===== config.mk =====
export PLATFORM = sky130hd
export DESIGN_NAME = uart_rx
export DESIGN_NICKNAME = d
export VERILOG_FILES = /design/src/rtl/uart_pkg.sv /design/src/rtl/bit_synchronizer.sv /design/src/rtl/uart_rx.sv
export SDC_FILE = /design/constraint.sdc
export NUM_CORES = 1
export LEC_CHECK = 0
export CORE_MARGIN = 1
export CORE_UTILIZATION = 55
export CTS_BUF_LIST = sky130_fd_sc_hd__clkbuf_4 sky130_fd_sc_hd__clkbuf_8 sky130_fd_sc_hd__clkbuf_16
export DETAILED_ROUTE_END_ITERATION = 8
export GPL_TIMING_DRIVEN = 0
export PLACE_DENSITY = 0.75
export SYNTH_ARGS = -nofsm -noshare
export SYNTH_HDL_FRONTEND = slang
export SYNTH_SLANG_ARGS = --single-unit

===== constraint.sdc =====
create_clock -name clk -period 2 [get_ports clk]
set_input_delay 0.3 -clock clk [delete_from_list [all_inputs] [get_ports clk]]
set_output_delay 0.3 -clock clk [all_outputs]
set_load 0.005 [all_outputs]

===== src/rtl/uart_pkg.sv =====
// Shared UART definitions: receiver state encoding, default oversampling
// ratio and the ceil(log2) helper used to size counters.
package uart_pkg;

  typedef enum logic [1:0] {
    IDLE  = 2'b00,
    START = 2'b01,
    DATA  = 2'b10,
    STOP  = 2'b11
  } rx_state_e;

  localparam int unsigned DEF_OVERSAMPLING = 16;

  // Smallest width able to hold values 0..n-1; never less than 1 bit.
  function automatic int unsigned clogb2(input int unsigned n);
    int unsigned w;
    w = 0;
    for (int unsigned i = 0; i < 31; i++) begin
      if ((32'd1 << i) < n) w = i + 1;
    end
    return (w == 0) ? 1 : w;
  endfunction

endpackage


===== src/rtl/bit_synchronizer.sv =====
// Two-flop synchronizer for a single asynchronous input; resets to the
// idle-high level so a line in reset never looks like a start edge.
module bit_synchronizer (
  input  logic clk,
  input  logic i_rst_n,
  input  logic i_d,
  output logic o_q
);

  logic [1:0] sync_q;

  always_ff @(posedge clk or negedge i_rst_n) begin
    if (!i_rst_n) sync_q <= '1;
    else          sync_q <= {sync_q[0], i_d};
  end

  assign o_q = sync_q[1];

endmodule


===== src/rtl/uart_rx.sv =====
// UART receiver: 16x-oversampled (configurable) serial input, centre-bit
// sampling, one-cycle done / frame-error pulses.
module uart_rx
  import uart_pkg::*;
#(
  parameter int unsigned NB_DATA      = 8,
  parameter int unsigned NB_STOP      = 1,
  parameter int unsigned OVERSAMPLING = DEF_OVERSAMPLING
) (
  input  logic               clk,
  input  logic               i_rst_n,
  input  logic               i_tick,
  input  logic               i_rx,
  output logic [NB_DATA-1:0] o_data,
  output logic               o_rx_done,
  output logic               o_frame_err
);

  // s_cnt must also span the whole stop period, which is longer than one
  // bit when two stop bits are used.
  localparam int unsigned SCNT_W = clogb2(NB_STOP * OVERSAMPLING);
  localparam int unsigned NCNT_W = clogb2(NB_DATA);

  localparam logic [SCNT_W-1:0] START_LAST = SCNT_W'(OVERSAMPLING / 2 - 1);
  localparam logic [SCNT_W-1:0] BIT_LAST   = SCNT_W'(OVERSAMPLING - 1);
  localparam logic [SCNT_W-1:0] STOP_LAST  = SCNT_W'(NB_STOP * OVERSAMPLING - 1);
  localparam logic [NCNT_W-1:0] NBIT_LAST  = NCNT_W'(NB_DATA - 1);

  logic               rx_s;
  logic               rx_prev_q;
  rx_state_e          state_q;
  logic [SCNT_W-1:0]  s_cnt_q;
  logic [NCNT_W-1:0]  n_cnt_q;
  logic [NB_DATA-1:0] shift_q;
  logic [NB_DATA-1:0] data_q;
  logic               done_q;
  logic               err_q;

  bit_synchronizer u_sync (
    .clk     (clk),
    .i_rst_n (i_rst_n),
    .i_d     (i_rx),
    .o_q     (rx_s)
  );

  always_ff @(posedge clk or negedge i_rst_n) begin
    if (!i_rst_n) begin
      state_q   <= IDLE;
      s_cnt_q   <= '0;
      n_cnt_q   <= '0;
      shift_q   <= '0;
      data_q    <= '0;
      done_q    <= 1'b0;
      err_q     <= 1'b0;
      rx_prev_q <= 1'b1;
    end else begin
      rx_prev_q <= rx_s;
      done_q    <= 1'b0;
      err_q     <= 1'b0;
      unique case (state_q)
        IDLE: begin
          if (rx_prev_q && !rx_s) begin
            state_q <= START;
            s_cnt_q <= '0;
          end
        end
        START: begin
          if (i_tick) begin
            if (s_cnt_q == START_LAST) begin
              if (!rx_s) begin
                state_q <= DATA;
                s_cnt_q <= '0;
                n_cnt_q <= '0;
              end else begin
                state_q <= IDLE;
              end
            end else begin
              s_cnt_q <= s_cnt_q + SCNT_W'(1);
            end
          end
        end
        DATA: begin
          if (i_tick) begin
            if (s_cnt_q == BIT_LAST) begin
              s_cnt_q <= '0;
              shift_q <= {rx_s, shift_q[NB_DATA-1:1]};
              if (n_cnt_q == NBIT_LAST) state_q <= STOP;
              else                      n_cnt_q <= n_cnt_q + NCNT_W'(1);
            end else begin
              s_cnt_q <= s_cnt_q + SCNT_W'(1);
            end
          end
        end
        STOP: begin
          if (i_tick) begin
            if (s_cnt_q == STOP_LAST) begin
              state_q <= IDLE;
              if (rx_s) begin
                data_q <= shift_q;
                done_q <= 1'b1;
              end else begin
                err_q  <= 1'b1;
              end
            end else begin
              s_cnt_q <= s_cnt_q + SCNT_W'(1);
            end
          end
        end
      endcase
    end
  end

  assign o_data      = data_q;
  assign o_rx_done   = done_q;
  assign o_frame_err = err_q;

endmodule


==> impl_metrics.json <==
{
  "ctsResizeCount": 0,
  "gp_congestion": 0.7787,
  "finalNetCount": 133,
  "first_global_vias": 874,
  "wl_met1_mm": 1.101,
  "worst_r2r_startpoint": "s_cnt_q[0]",
  "drtIter0Drc": 7,
  "maxSlewHeadroom_pct": 57.52,
  "fin_worst_skew_ns": 0.009260,
  "critical_path_required_ns": 2.21,
  "critPathLaunchType": "flop",
  "period_share_pct": 90.93,
  "arrival_ns": 2.03,
  "critPathTopFamily": "simple AND/OR/NAND/NOR gates",
  "wirelength_mm": 2.370,
  "seqCellArea_um2": 754.5,
  "cts_tree": "yes",
  "via_count": 885,
  "area_delta_synth_final_pct": 19.40,
  "port_buffers": 13,
  "mostFrequentLayoutCell": "dfrtp_1",
  "cts_sinks": 30,
  "grt_pass1_wl_mm": 3.988,
  "postCtsHoldBufs": 0,
  "yosysTopAreaCell": "dfrtp_1",
  "syn_nets": 113,
  "cts_inserted_buffers": 5,
  "synth_cells": 106,
  "cp_max_fo": 7,
  "top_layer": "met4",
  "fillers": 185,
  "ys_warn_count": 0,
  "stdcell_area_mm2": 0.001687,
  "fin_crit_ns": 1.819,
  "cts_buffer_depth": 2,
  "firstDrtPassIters": 4,
  "htree_num_levels": 2,
  "syn_area_per_cell_um2": 13.33,
  "finalSetupViolations": 0,
  "peakVddDrop_mv": 1.021,
  "timing.setup.tns_ns": 0,
  "ant_nets": 0,
  "p_per_area_mw_per_mm2": 1177,
  "die_w_um": 52.68,
  "rsz0062_at_grt": "false",
  "critPathKind": "reg2reg",
  "synth_edf_count": 0,
  "wl_per_cell_um": 15.10,
  "fmax_ghz": 0.5499,
  "slowest_stage": "dfrtp_1",
  "dpl.hpwl_mm": 1.635,
  "root_buffer": "clkbuf_4",
  "fin_hold_ws_ns": -0.01755,
  "diodes": 0,
  "layout_common_cells": "dfrtp_1 (27), mux2_2 (16), clkdlybuf4s50_1 (12)",
  "hp-class": "in2async",
  "pin_count": 14,
  "path_buf_inv": 0,
  "core_area_mm2": 0.002455,
  "antenna_found_initial": 0,
  "seq_area_frac_synth_pct": 53.41,
  "clock_latency_ns": 0.33,
  "die-area_mm2": 0.002775,
  "synth_area_leaders": "dfrtp_1 (48%), mux2_2 (13%), dfstp_2 (5.6%)",
  "status": "complete, but fails checks",
  "grt-ovfl-total": 0,
  "grt_max_degree": 31,
  "syn_area_mm2": 0.001413,
  "initial_core_util_pct": 57.54,
  "yosys.area.top_type_share_pct": 47.83,
  "wl_met2_mm": 1.160,
  "crit_chain": "ha_1 -> nand2_1 -> nor4b_2 -> o221ai_1 -> mux2_4",
  "max_stage_delay_ns": 0.41,
  "chipHeight_um": 52.68,
  "drive_gt1_share_pct": 37.80,
  "vias_per_cell": 5.637,
  "hold_violations": 23,
  "maxCapViolations": 0,
  "path_clk_slew_ns": 0.09,
  "ys_ff_latch": 30,
  "postCtsSetupBuffers": 0,
  "drc": 0,
  "p_leak_uw": 0.0008245,
  "rows": 18,
  "tightest_slew_ns": 0.6372,
  "synth_ff_type": "dfrtp_1",
  "endpoint_kind": "flop",
  "crit_start": "s_cnt_q[0]",
  "dpl-instance-area_mm2": 0.001580,
  "synth-async-reset-ratio_pct": 100.0,
  "drv_slew": 0,
  "grt_use_total_pct": 20.70,
  "dr_wl_met3_um": 76,
  "violations": "negative hold slack",
  "multi_input_area_um2": 584.3,
  "synth.distinct_cells": 36
}
-- per-layer routing --
layer | global-route usage [%] | up-vias
met5 | 0 | -
li1 | - | 422
met1 | 25.79 | 442
met2 | 32.28 | 15
met4 | 10.53 | 0
met3 | 6.087 | 6
-- stage by stage --
stage | hold WS, ns | power [uW] | setup WS, ns | util, % | std cells
CTS | 0.3598 | 1997 | 0.1816 | 68.91 | 157
global placement | 0.3468 | 1325 | 0.04786 | 64.37 | 149
finish | -0.01755 | 1985 | 0.1814 | 68.71 | 157
floorplan | 0.004409 | 1230 | 0.3634 | - | 106
detailed placement | 0.3468 | 1358 | -0.02549 | 64.37 | 149
global route | 0.02348 | 2096 | 0.07669 | 68.71 | 157
-- synthesized netlist by cell type, types with 2 or more instances --
| library cell | n |
|---|---|
| and3_2 | 3 |
| nand3_1 | 4 |
| inv_1 | 6 |
| a22o_1 | 3 |
| nand2_1 | 2 |
| buf_6 | 3 |
| buf_2 | 2 |
| mux2_4 | 2 |
| a21oi_1 | 4 |
| o21ai_0 | 2 |
| dfrtp_1 | 27 |
| dfstp_2 | 3 |
| mux2_2 | 16 |
| nor2_1 | 3 |
| ha_1 | 3 |
| nor3b_1 | 2 |
| mux2i_1 | 2 |
-- worst reg2reg max path: stages (launching register included) --
cell and delay [ns]:
dfrtp_1 0.41, ha_1 0.30, nand2_1 0.23, nor4b_2 0.28, o221ai_1 0.20, mux2_4 0.30
-- flip-flops by register name, indices dropped and copies added, names as in the netlist, named ones only --
| name | count |
|---|---|
| o_frame_err | 1 |
| shift_q | 8 |
| o_data | 8 |
| rx_prev_q | 1 |
| s_cnt_q | 4 |
| u_sync.sync_q | 2 |
| n_cnt_q | 3 |
| o_rx_done | 1 |
| state_q | 1 |
-- layout make-up --
class	count	share of cell area (%)
clock buffers	6	3.042
well taps	30	2.226
multi-input cells	64	34.64
inverters	6	1.335
clock inverters	2	3.561
repair buffers	13	7.418
plain buffers	6	3.042
flip-flops and latches	30	44.73
-- cell families (layout without fill, tap and decap cells) --
logic type	Yosys count	in the layout	share of synthesized area, %
flip-flops	30	30	53.41
AND/OR/NAND/NOR	23	23	11.87
AO/OA/AOI/OAI	17	17	9.921
XOR/XNOR	1	1	0.6201
multiplexers	20	20	16.30
buffers and inverters	12	33	5.226
adder cells (fa/ha/maj)	3	3	2.658
-- final timing paths --
path | depth (start not counted) | endpoint | slack [ns]
setup / recovery | 5 | n_cnt_q[0] | 0.18
hold / removal | 1 | s_cnt_q[0] | -0.02
setup reg to reg | 5 | n_cnt_q[0] | 0.18
hold reg to reg | 0 | u_sync.sync_q[1] | 0.36
max in group asynchronous | 1 | s_cnt_q[3] | 1.59
min in group clk | 0 | u_sync.sync_q[1] | 0.36
-- power by group --
part | leakage (uW) | total [uW] | switching (uW) | internal [uW]
Clock | 0.0000585 | 634 | 210 | 423
Combinational | 0.000373 | 617 | 334 | 283
Sequential | 0.000393 | 734 | 49.6 | 685
Total | 0.000825 | 1990 | 594 | 1390
Power figures use the tool's default switching activity.
